$ cat src/rtl/logic_unit_pkg.sv
// Shared opcode encoding for the pipelined bitwise logic unit.
package logic_unit_pkg;

  typedef logic [2:0] op_t;

  localparam op_t OP_AND   = 3'd0;
  localparam op_t OP_OR    = 3'd1;
  localparam op_t OP_XOR   = 3'd2;
  localparam op_t OP_NAND  = 3'd3;
  localparam op_t OP_NOR   = 3'd4;
  localparam op_t OP_XNOR  = 3'd5;
  localparam op_t OP_NOTA  = 3'd6;
  localparam op_t OP_PASSB = 3'd7;

endpackage

$ cat src/rtl/logic_unit_core.sv
// Combinational bitwise gate stage: {op,a,b} -> {result,zero,parity}.
module logic_unit_core
  import logic_unit_pkg::*;
#(
  parameter int WIDTH = 8
) (
  input  op_t              op,
  input  logic [WIDTH-1:0] a,
  input  logic [WIDTH-1:0] b,
  output logic [WIDTH-1:0] result,
  output logic             zero,
  output logic             parity
);

  // Even-parity helper: XOR-reduce of a result word.
  function automatic logic parity_of(input logic [WIDTH-1:0] v);
    return ^v;
  endfunction

  // All-zero detector for a result word.
  function automatic logic is_zero(input logic [WIDTH-1:0] v);
    return ~|v;
  endfunction

  // Select the bitwise operation; no carries between bit lanes.
  always_comb begin
    result = {WIDTH{1'b0}};
    case (op)
      OP_AND:   result = a & b;
      OP_OR:    result = a | b;
      OP_XOR:   result = a ^ b;
      OP_NAND:  result = ~(a & b);
      OP_NOR:   result = ~(a | b);
      OP_XNOR:  result = ~(a ^ b);
      OP_NOTA:  result = ~a;
      OP_PASSB: result = b;
      default:  result = {WIDTH{1'b0}};
    endcase
  end

  assign zero   = is_zero(result);
  assign parity = parity_of(result);

endmodule

$ cat src/rtl/logic_unit_pipe.sv
// Two-stage valid/ready bitwise logic unit with accumulate mode and status flags.
// S1 holds the accepted operands; S2 computes and holds the registered result.
module logic_unit_pipe
  import logic_unit_pkg::*;
#(
  parameter int               WIDTH    = 8,
  parameter logic [WIDTH-1:0] ACC_INIT = {WIDTH{1'b0}}
) (
  input  logic             clk,
  input  logic             rst_n,
  input  logic             in_valid,
  output logic             in_ready,
  input  op_t              op,
  input  logic             acc_en,
  input  logic             acc_clr,
  input  logic [WIDTH-1:0] a,
  input  logic [WIDTH-1:0] b,
  output logic             out_valid,
  input  logic             out_ready,
  output logic [WIDTH-1:0] result,
  output logic             zero,
  output logic             parity
);

  logic             s1_valid_r;
  op_t              s1_op_r;
  logic             s1_acc_en_r;
  logic [WIDTH-1:0] s1_a_r;
  logic [WIDTH-1:0] s1_b_r;
  logic [WIDTH-1:0] acc_r;

  logic             s2_load_s;
  logic             s1_move_s;
  logic [WIDTH-1:0] core_a_s;
  logic [WIDTH-1:0] core_result_s;
  logic             core_zero_s;
  logic             core_parity_s;

  // S2 may load when empty or when its beat leaves this cycle; S1 drains into it.
  // in_ready is built only from stage state and out_ready, never from in_valid.
  assign s2_load_s = !out_valid || out_ready;
  assign s1_move_s = s1_valid_r && s2_load_s;
  assign in_ready  = !s1_valid_r || s2_load_s;

  // The accumulator replaces operand A; it always holds the previous beat's result,
  // so back-to-back accumulate beats chain without a bubble.
  assign core_a_s = s1_acc_en_r ? acc_r : s1_a_r;

  logic_unit_core #(.WIDTH(WIDTH)) u_core (
    .op     (s1_op_r),
    .a      (core_a_s),
    .b      (s1_b_r),
    .result (core_result_s),
    .zero   (core_zero_s),
    .parity (core_parity_s)
  );

  // Stage 1: capture operands when a beat is accepted.
  always_ff @(posedge clk or negedge rst_n) begin
    if (!rst_n) begin
      s1_valid_r  <= 1'b0;
      s1_op_r     <= OP_AND;
      s1_acc_en_r <= 1'b0;
      s1_a_r      <= {WIDTH{1'b0}};
      s1_b_r      <= {WIDTH{1'b0}};
    end else if (in_ready) begin
      s1_valid_r <= in_valid;
      if (in_valid) begin
        s1_op_r     <= op;
        s1_acc_en_r <= acc_en;
        s1_a_r      <= a;
        s1_b_r      <= b;
      end
    end
  end

  // Stage 2: register the computed result and flags; hold while stalled.
  always_ff @(posedge clk or negedge rst_n) begin
    if (!rst_n) begin
      out_valid <= 1'b0;
      result    <= {WIDTH{1'b0}};
      zero      <= 1'b1;
      parity    <= 1'b0;
    end else if (s2_load_s) begin
      out_valid <= s1_valid_r;
      if (s1_valid_r) begin
        result <= core_result_s;
        zero   <= core_zero_s;
        parity <= core_parity_s;
      end
    end
  end

  // Accumulator: tracks every result entering S2; a clear in the same cycle wins.
  always_ff @(posedge clk or negedge rst_n) begin
    if (!rst_n) begin
      acc_r <= ACC_INIT;
    end else if (acc_clr) begin
      acc_r <= ACC_INIT;
    end else if (s1_move_s) begin
      acc_r <= core_result_s;
    end
  end

endmodule

$ cat config.mk
export PLATFORM = sky130hd
export DESIGN_NAME = logic_unit_pipe
export DESIGN_NICKNAME = d
export VERILOG_FILES = /design/src/rtl/logic_unit_pkg.sv /design/src/rtl/logic_unit_core.sv /design/src/rtl/logic_unit_pipe.sv
export SDC_FILE = /design/constraint.sdc
export NUM_CORES = 1
export LEC_CHECK = 0
export BUFFER_PORTS_ARGS = -buffer_cell sky130_fd_sc_hd__buf_2
export CAP_MARGIN = 20
export CORE_UTILIZATION = 30
export DETAILED_ROUTE_END_ITERATION = 16
export GPL_TIMING_DRIVEN = 0
export PLACE_DENSITY = 0.54
export SLEW_MARGIN = 20
export SYNTH_ARGS = -nofsm -noshare
export SYNTH_HDL_FRONTEND = slang
export SYNTH_SLANG_ARGS = --single-unit
$ cat constraint.sdc
create_clock -name clk -period 6.3 [get_ports clk]
set_clock_uncertainty 0.05 [all_clocks]
set_input_delay 0.315 -clock clk [delete_from_list [all_inputs] [get_ports clk]]
set_output_delay 0.315 -clock clk [all_outputs]
set_load 0.01 [all_outputs]
==> reports/qor.csv, run 1 <==
metric,value,unit
run_status,"complete, no violations",
path_clk_slew,0.08,ns
insertion_delay,0.30,ns
maxSlewViolCount,0,
hp-class,input port to async pin,
timing.fmax,0.359,GHz
grt_pass1_wl,9.87,mm
maxSlewHeadroom,40.0,%
first_iter_violations,67,
path_max_fanout,9,
cts_hold_buf,0,
syn_to_final_growth,17.3,%
drc,0,
synth_area_per_cell,10.1,um2
fin_crit_sh,44.2,%
overflow,0,
vias,1972,
gp_congestion,0.815,
cts_buffers,5,
async_flop_share,100,%
critPathLaunch,s1_acc_en_r,
syn-num-nets,297,
synth-edff-count,0,
path_cells,buf_6 -> mux2_2 -> inv_1 -> ha_1 -> o311a_1 -> or2_2 -> ha_1 -> xnor2_1 -> xnor2_1 -> o21ai_0,
cpMaxStageDelayCell,o311a_1,
wl_per_cell,15.0,um
worstSetupStartpointType,flop,
postPlaceCellArea,2840,um2
fin_tns_setup,0,ns
endpoint_kind,flop,
p_leak,0.00141,uW
num-fill-cells,853,
clock_path_buffers,2,
power_density,331,nW/um2
synth_top_area_cell,dfrtp_1,
synthesis.area,2530,um2
ctsResizeCount,0,
worst-path-buf-inv,2,
synth-seq-cells,40,
synth_top_area_share,38.5,%
vias_per_cell,4.93,
drive_gt1_share,31.2,%
drt-total-wl,6.00,mm
rsz0062_at_grt,no,
cts_setup_buffers,0,
die-area,8820,um2
port_buffers,35,
n_antenna_cell,0,
io_pins,37,
crit_arrival,2.90,ns
multiInputGateArea,1380,um2
regArea,1000,um2
cts-root-buf,clkbuf_8,
grt_max_degree,41,
drv_cap,0,
cp.required,6.42,ns
irDropWorstVdd,0.160,mV
yosysMostFrequentCell,dfrtp_1,
yosysWarnings,0,
hold_violations,0,
h-tree-depth,2,
die_h,93.9,um
synthTopCellsByArea,"dfrtp_1 (38%), mux2_2 (13%), ha_1 (9.9%)",
synthFlopType,dfrtp_1,
synth_common_cells,"dfrtp_1 (39), mux2_2 (29), nand2_1 (29)",
stdcell_area,2970,um2
power,983,uW
reg2reg_from,s1_acc_en_r,
grt_pass1_vias,1952,
postRouteAntennaNets,0,
slowest_delay,0.40,ns
ys_seq_area_share,39.5,%
detailed_place_hpwl,4.43,mm
coreArea,8220,um2
ys_types,45,
cts_sinks,40,
firstDrtPassIters,4,
path_depth,10,
syn_inst,252,
fin_nets,339,
crit_family,adder cells,
r2r_slack,3.52,ns
fp.dieW,93.9,um
reg2regPathDepth,10,
rows,33,
start_util,30.9,%
cts_tree,done,
criticalPathCategory,flop to flop,
layout_min_cycle_time,2.78,ns
antenna_found_initial,0,
grt_util_all_layers,14.8,%
setup_viol,0,
worstMarginPinSlew,0.899,ns
## layout by cell type, fill, tap and decap left out, types with 5 or more instances in the layout
cell / count
a21oi_1: 12
clkbuf_8: 5
nand2_1: 29
nor2b_1: 6
inv_1: 19
nor2_1: 10
mux2_2: 29
dfrtp_1: 39
o22ai_1: 5
o21ai_0: 5
o32ai_1: 6
or2_2: 5
nand2b_1: 11
buf_2: 41
nand3b_1: 6
ha_1: 20
## metal layers
| layer | part of all wire (%) | track usage [%] |
|---|---|---|
| met1 | 49 | 20.5 |
| met2 | 46 | 22.7 |
| met3 | 4.2 | 3.96 |
| met4 | 1.1 | 3.59 |
| met5 | 0 | 0 |
## path summary, 6_finish.rpt
kind | endpoint
setup / recovery | parity
hold / removal | s1_a_r[1]
setup reg to reg | parity
hold reg to reg | result[0]
max in group asynchronous | s1_b_r[2]
min in group clk | s1_valid_r
## registers in the layout (all words and copies together), names as in the netlist
register	cells
zero	1
out_valid	1
s1_acc_en_r	1
s1_b_r	8
s1_a_r	8
s1_op_r	3
result	8
s1_valid_r	1
parity	1
acc_r	8
## layout make-up
class / count / share of cell area, %
multi-input combinational: 180 / 46.4
timing repair buffer: 35 / 5.89
sequential: 40 / 33.7
clock buffer: 6 / 2.44
tap: 105 / 4.42
inverter: 19 / 2.40
buffer: 13 / 2.78
clock inverter: 2 / 2.02
## per-stage QoR
| stage | std cells | utilization (%) | hold WS, ns | worst slack [ns] |
|---|---|---|---|---|
| 2_1_floorplan | 252 | - | -0.0306 | 3.71 |
| 3_3_place_gp | 392 | 34.6 | 0.413 | 3.53 |
| 3_5_place_dp | 392 | 34.6 | 0.414 | 3.54 |
| 4_1_cts | 400 | 36.2 | 0.129 | 3.51 |
| 5_1_grt | 400 | 36.2 | 0.165 | 3.36 |
| 6_report | 400 | 36.2 | 0.0704 | 3.52 |
## cell families after synthesis
kind of cell             count (synthesis)  share of synthesized area [%]
AND/OR/NAND/NOR                         78                           16.1
AO/OA/AOI/OAI                           48                           13.6
flip-flops                              40                           39.5
buffers and inverters                   32                           6.07
multiplexers                            31                           13.8
adder cells (fa/ha/maj)                 20                           9.87
XOR/XNOR                                 3                           1.04
## power breakdown
group | leakage, uW | switching, uW | internal (uW) | total, uW
clock | 0.0000654 | 93.6 | 158 | 252
combinational | 0.000856 | 201 | 188 | 389
sequential | 0.000484 | 35.4 | 307 | 342
total | 0.00141 | 330 | 653 | 983
No activity file was read; power rests on OpenSTA's default activity.
==> inputs of run 2 (changes only) <==
--- a/config.mk
+++ b/config.mk
@@ -5,12 +5,13 @@
 export SDC_FILE = /design/constraint.sdc
 export NUM_CORES = 1
 export LEC_CHECK = 0
+export ABC_AREA = 1
 export BUFFER_PORTS_ARGS = -buffer_cell sky130_fd_sc_hd__buf_2
 export CAP_MARGIN = 20
 export CORE_UTILIZATION = 30
 export DETAILED_ROUTE_END_ITERATION = 16
 export GPL_TIMING_DRIVEN = 0
-export PLACE_DENSITY = 0.54
+export PLACE_DENSITY = 0.56
 export SLEW_MARGIN = 20
 export SYNTH_ARGS = -nofsm -noshare
 export SYNTH_HDL_FRONTEND = slang
==> constraint.sdc (replaced) <==
create_clock -name clk -period 2.3 [get_ports clk]
set_clock_uncertainty 0.05 [all_clocks]
set_input_delay 0.115 -clock clk [delete_from_list [all_inputs] [get_ports clk]]
set_output_delay 0.115 -clock clk [all_outputs]
set_load 0.01 [all_outputs]
==> run 2 against run 1 <==
The flow now finishes with violations (setup timing). Worst setup slack worse by 3.5 ns. Total power grew to 3.4 times the previous value. Die area grew 5.7%. Area after synthesis up 5.8%. Core utilization grew 5.2 points. Sequential cell count unchanged. Wire length up 23%. First-iteration DRC count grew 90%. Final cell count grew 32%. Largest power group unchanged. Highest routed layer unchanged.
==> reports/qor.csv, run 2 <==
metric,value,unit,change
maxSlewHeadroom,39.0,%,-1.1 points
endpoint_kind,flop,,
wl_per_cell,14.0,um,-6.6%
syn_to_final_growth,33.9,%,
path_clk_slew,0.08,ns,about the same
final_common_cell,nand2_1,,
reg2reg_to,parity,,
fin_nets,464,,+37%
firstDrtPassIters,4,,unchanged
power_density,921,nW/um2,+180%
reg2reg_from,s1_acc_en_r,,
drt-total-wl,7.40,mm,+23%
violations,setup timing,,
drc,0,,unchanged
cp.required,2.43,ns,-3.99 ns
fin_crit_sh,101,%,+57 points
first_iter_violations,127,,+90%
synthTopCellsByArea,"dfrtp_1 (36%), nand2_1 (14%), ha_1 (9.3%)",,
combPwrFrac,51.9,%,+12 points
port_buffers,36,,+2.9%
sw_frac_of_total,39.4,%,+5.8 points
fin_ws,-0.0221,ns,-3.54 ns
io_pins,37,,unchanged
reg2regPathDepth,14,,+4
syn_inst,352,,+40%
yosysMostFrequentCell,nand2_1,,
vias,2532,,+28%
synth_top_area_cell,dfrtp_1,,
fin_tns_setup,-0.0221,ns,-0.0221 ns
synth-edff-count,0,,unchanged
crit_arrival,2.46,ns,-0.44 ns
synthesis.area,2680,um2,+5.8%
insertion_delay,0.30,ns,about the same
hold_path_depth,3,,
p_leak,0.00183,uW,+30%
dp.cells,496,,+27%
fp.dieW,96.5,um,+2.8%
detailed_place_hpwl,5.10,mm,+15%
h-tree-depth,2,,unchanged
postRouteAntennaNets,0,,unchanged
stdcell_area,3590,um2,+21%
cts_tree,done,,
final_cell_mix,"nand2_1 (82), buf_2 (44), dfrtp_1 (39)",,
synth-seq-cells,40,,unchanged
synthFlopType,dfrtp_1,,
power_frac_seq,29.3,%,-5.5 points
multiInputGateArea,1670,um2,+21%
n_antenna_cell,0,,unchanged
start_util,30.9,%,+0.046 points
final_cell_count_no_fill,528,,+32%
die_h,96.5,um,+2.8%
grt_util_all_layers,17.7,%,+2.9 points
maxSlewViolCount,0,,unchanged
yosysWarnings,0,,unchanged
gp_congestion,0.872,,+6.9%
coreArea,8680,um2,+5.6%
hp-class,input port to flop,,
worstMarginPinSlew,0.916,ns,+0.0164 ns
clock_path_buffers,2,,unchanged
async_flop_share,100,%,unchanged
power_switching,1300,uW,+290%
internal_power,2000,uW,+210%
drive_gt1_share,36.4,%,+5.2 points
grt_pass1_wl,12.4,mm,+26%
drv_cap,0,,unchanged
vias_per_cell,4.80,,-2.7%
criticalPathCategory,flop to flop,,
path_max_fanout,5,,-4
syn-num-nets,397,,+34%
r2r_slack,-0.02,ns,-3.54 ns
overflow,0,,unchanged
regArea,1000,um2,unchanged
power_frac_clock,18.8,%,-6.8 points
run_status,"finished, violations left",,
cts-root-buf,clkbuf_8,,
rows,34,,+3.0%
hold_violations,0,,unchanged
die-area,9320,um2,+5.7%
antenna_found_initial,0,,unchanged
synth_area_per_cell,7.62,um2,-24%
critPathLaunch,s1_acc_en_r,,
power,3310,uW,+240%
synth_common_cells,"nand2_1 (99), dfrtp_1 (39), inv_1 (38), nor2_1 (38), nand3_1 (24)",,
ys_types,27,,-40%
grt_pass1_vias,2604,,+33%
setup_viol,1,,+1
rsz0062_at_grt,yes,,
postPlaceCellArea,3000,um2,+5.5%
timing.fmax,0.431,GHz,+20%
worstSetupStartpointType,flop,,
cts_buffers,5,,unchanged
num-fill-cells,905,,+6.1%
cts_sinks,40,,unchanged
ys_seq_area_share,37.4,%,-2.2 points
irDropWorstVdd,0.333,mV,+110%
synth_top_area_share,36.4,%,-2.1 points
layout_min_cycle_time,2.32,ns,-0.461 ns
grt_max_degree,41,,unchanged
crit_end,parity,,
[run 2: how the worst min path moves through the flow]
stage | slack (ns) | endpoint | startpoint
after floorplan | -0.23 | acc_r[0] | rst_n
after global placement | 0.26 | s1_op_r[0] | rst_n
after detailed placement | 0.27 | s1_a_r[0] | rst_n
after CTS | 0.001 | s1_b_r[6] | b[6]
after global routing | 0.02 | s1_b_r[5] | b[5]
final | 0.01 | s1_b_r[7] | b[7]
[run 2: area by class of cell]
cell class / instances / share of cell area (%)
well taps: 108 / 3.76
clock inverters: 2 / 1.08
flip-flops and latches: 40 / 27.9
plain buffers: 16 / 2.89
inverters: 43 / 4.70
repair inverters: 1 / 0.209
clock buffers: 6 / 2.30
repair buffers: 59 / 10.5
multi-input cells: 253 / 46.6
[run 2: cells by family (layout without fill, tap and decap cells)]
family	after synthesis	after routing	synth area share [%]
AOI/OAI and AO/OA	23	23	4.43
buffers and inverters	59	127	9.66
DFF	40	40	37.4
muxes	8	8	3.36
and+or+nand+nor	199	199	34.9
adders and majority gates	20	20	9.33
xor gates and xnor gates	3	3	0.980
[run 2: power by group through the flow]
stage          Clock (uW)  Combinational, uW  Sequential, uW
3_5_place_dp            0               1260             980
2_1_floorplan           0                862            1000
3_3_place_gp            0               1230             971
5_1_grt               662               1930             991
4_1_cts               645               1630             970
6_report              620               1720             970
[run 2: critical path, cell delays in order, from the launching register on]
cell and delay (ns):
dfrtp_1 0.38, buf_6 0.15, clkinvlp_4 0.15, nand2_2 0.12, nand2_4 0.07, ha_4 0.26, nand4_1 0.09, nand2_1 0.10
nor2_2 0.05, nand2_2 0.10, nand2_4 0.07, ha_4 0.24, xnor2_2 0.13, xnor2_1 0.18, o21ai_1 0.07
[run 2: timing repair]
item / CTS / global route
hold buffers: 10 / 0
pin swaps: 30 / 21
setup buffers: 9 / 4
gates cloned: 2 / 0
gates resized for setup: 45 / 20
setup endpoints to repair: 1 / 2
hold endpoints to repair: 48 / 0
[run 2: layer usage]
layer / routed length, um / GRT usage (%)
met5: 0 / 0
met4: 197 / 8.09
met3: 206 / 2.50
met2: 3720 / 29.6
met1: 3270 / 22.4
[run 2: per-stage QoR]
| step | hold WS [ns] | setup slack (ns) | util [%] |
|---|---|---|---|
| 5_1_grt | 0.0248 | -0.122 | 41.4 |
| 3_3_place_gp | 0.260 | -0.230 | 34.5 |
| 3_5_place_dp | 0.273 | -0.276 | 34.5 |
| 2_1_floorplan | -0.231 | 0.0744 | - |
| 6_report | 0.0129 | -0.0221 | 41.4 |
| 4_1_cts | 0.00145 | -0.0434 | 40.2 |
==> inputs of run 3 (changes only) <==
--- a/config.mk
+++ b/config.mk
@@ -9,6 +9,7 @@
 export BUFFER_PORTS_ARGS = -buffer_cell sky130_fd_sc_hd__buf_2
 export CAP_MARGIN = 20
 export CORE_UTILIZATION = 30
+export CTS_BUF_LIST = sky130_fd_sc_hd__clkbuf_16
 export DETAILED_ROUTE_END_ITERATION = 16
 export GPL_TIMING_DRIVEN = 0
 export PLACE_DENSITY = 0.56
==> run 3 against run 2 <==
Core utilization decreased by 0.69 points. Sequential power barely moved. Critical path type unchanged. Final area fell by 1.7%. Combinational power shrank 2%. The flow still finishes with violations (setup timing). Non-clock buffer count decreased by 6. First-iteration DRC count increased by 15%. Sequential share of layout area rose by 0.47 points. Clock-buffer cell count shrank 1.
==> reports/qor.csv, run 3 (synthesis gave the netlist of run 2 again) <==
metric,value,unit,change
run_status,"finished, violations left",,
violations,setup timing,,
multiInputGateArea,1630,um2,-2.6%
utilization,40.7,%,-0.69 points
cts_tree,done,,
drive_gt1_share,34.1,%,-2.4 points
dp.cells,496,,unchanged
start_util,30.9,%,unchanged
cp_common_cell,nand2_2,,
p_leak,0.00182,uW,-0.68%
die_h,96.5,um,unchanged
place_ws,-0.276,ns,unchanged
antenna_found_initial,0,,unchanged
grt_pass1_wl,12.2,mm,-2.0%
power_density,977,nW/um2,+6.1%
maxSlewHeadroom,37.5,%,-1.5 points
reg2regPathDepth,15,,+1
fin_nets,458,,-1.3%
final_cell_count_no_fill,522,,-1.1%
fp.dieW,96.5,um,unchanged
io_pins,37,,unchanged
grt_pass1_vias,2530,,-2.8%
cts_buffers,5,,unchanged
hold_path_depth,2,,-1
worstMarginPinSlew,0.938,ns,+0.0223 ns
hp-class,input port to flop,,
criticalPathCategory,flop to flop,,
layout_min_cycle_time,2.35,ns,+0.0251 ns
crit_arrival,2.46,ns,about the same
irDropWorstVdd,0.512,mV,+54%
port_buffers,36,,unchanged
final_cell_mix,"nand2_1 (84), buf_2 (45), dfrtp_1 (39)",,
h-tree-depth,2,,unchanged
fin_crit_sh,102,%,+1.1 points
wl_per_cell,14.2,um,+1.5%
cp.required,2.42,ns,about the same
grt_util_all_layers,17.3,%,-0.38 points
rows,34,,unchanged
detailed_place_hpwl,5.10,mm,unchanged
drv_cap,0,,unchanged
path_clk_slew,0.06,ns,-0.02 ns
path_max_fanout,5,,unchanged
firstDrtPassIters,4,,unchanged
cpMaxStageDelayCell,dfrtp_1,,
cts-root-buf,clkbuf_16,,
drt-total-wl,7.43,mm,+0.39%
drc,0,,unchanged
final_common_cell,nand2_1,,
die-area,9320,um2,unchanged
fin_tns_setup,-0.0473,ns,-0.0251 ns
insertion_delay,0.28,ns,-0.02 ns
clock_path_buffers,2,,unchanged
vias_per_cell,4.81,,+0.23%
postRouteAntennaNets,0,,unchanged
n_antenna_cell,0,,unchanged
syn_to_final_growth,31.7,%,
rsz0062_at_grt,yes,,
vias,2509,,-0.91%
hold_violations,0,,unchanged
endpoint_kind,flop,,
num-fill-cells,901,,-0.44%
worst_hold_slack,0.0114,ns,-0.00144 ns
maxSlewViolCount,0,,unchanged
worstSetupStartpointType,flop,,
fin_ws,-0.0473,ns,-0.0251 ns
overflow,0,,unchanged
regArea,1000,um2,unchanged
cts_sinks,40,,unchanged
grt_max_degree,41,,unchanged
slowest_delay,0.37,ns,about the same
first_iter_violations,146,,+15%
setup_viol,1,,unchanged
coreArea,8680,um2,unchanged
timing.fmax,0.426,GHz,-1.1%
gp_congestion,0.872,,unchanged
path_cells,buf_6 -> clkinvlp_4 -> nand2_2 -> nand2_4 -> ha_4 -> inv_2 -> nand3_2 -> nand2_1 -> nor2_1 -> nand2_2 -> nand2_2 -> ha_4 -> xnor2_2 -> xnor2_1 -> o21ai_1,,
==> run 3: path summary, 6_finish.rpt <==
path,start,end,slack [ns]
worst max-delay path,s1_acc_en_r,parity,-0.05
worst min-delay path,a[4],s1_a_r[4],0.01
min in group asynchronous,rst_n,s1_op_r[1],0.46
worst max register to register,s1_acc_en_r,parity,-0.05
worst min register to register,result[7],result[7],0.43
max in group asynchronous,rst_n,acc_r[0],1.15
==> run 3: area by class of cell <==
| class | count | area share (%) |
|---|---|---|
| clock buffer | 5 | 3.54 |
| timing repair buffer | 53 | 9.00 |
| clock inverter | 3 | 1.20 |
| tap | 108 | 3.83 |
| sequential | 40 | 28.4 |
| timing repair inverter | 1 | 0.213 |
| buffer | 16 | 2.94 |
| multi-input combinational | 253 | 46.2 |
| inverter | 43 | 4.71 |
==> run 3: metrics by stage <==
step | total power [uW] | cell area (um2)
after floorplan | 1860 | 2680
after global placement | 2200 | 3000
after detailed placement | 2240 | 3000
after CTS | 3420 | 3500
after global routing | 3710 | 3530
final | 3450 | 3530
==> run 3: what timing repair did <==
| action | 4_1_cts | 5_1_grt |
|---|---|---|
| setup buffers | 10 | 1 |
| resized for setup | 45 | 8 |
| hold buffers | 5 | 0 |
| pin swaps | 25 | 13 |
| setup endpoints to repair | 1 | 1 |
| gates cloned | 2 | 0 |
| endpoints found under the hold margin | 43 | 0 |
==> run 3: report_power, final <==
part           total [uW]  switching [uW]  internal, uW  leakage [uW]
sequential            971             101           870      0.000479
combinational        1680             925           752       0.00126
clock                 802             291           510     0.0000814
total                3450            1320          2130       0.00182
==> run 3: critical path, delay by kind of cell (launching register included) <==
kind | cells | cell delay [ns]
flops | 1 | 0.37
compound gates | 1 | 0.07
buf+inv | 3 | 0.32
xor+xnor | 2 | 0.31
fa+ha+maj | 2 | 0.47
simple gates | 7 | 0.62
==> run 3: layer usage <==
metal  share of wire [%]  track usage [%]  wire [um]
met5                   0                0          0
met4                 1.7             5.02        125
met2                  50             29.9       3740
met3                 2.8             1.88        205
met1                  45             22.6       3360
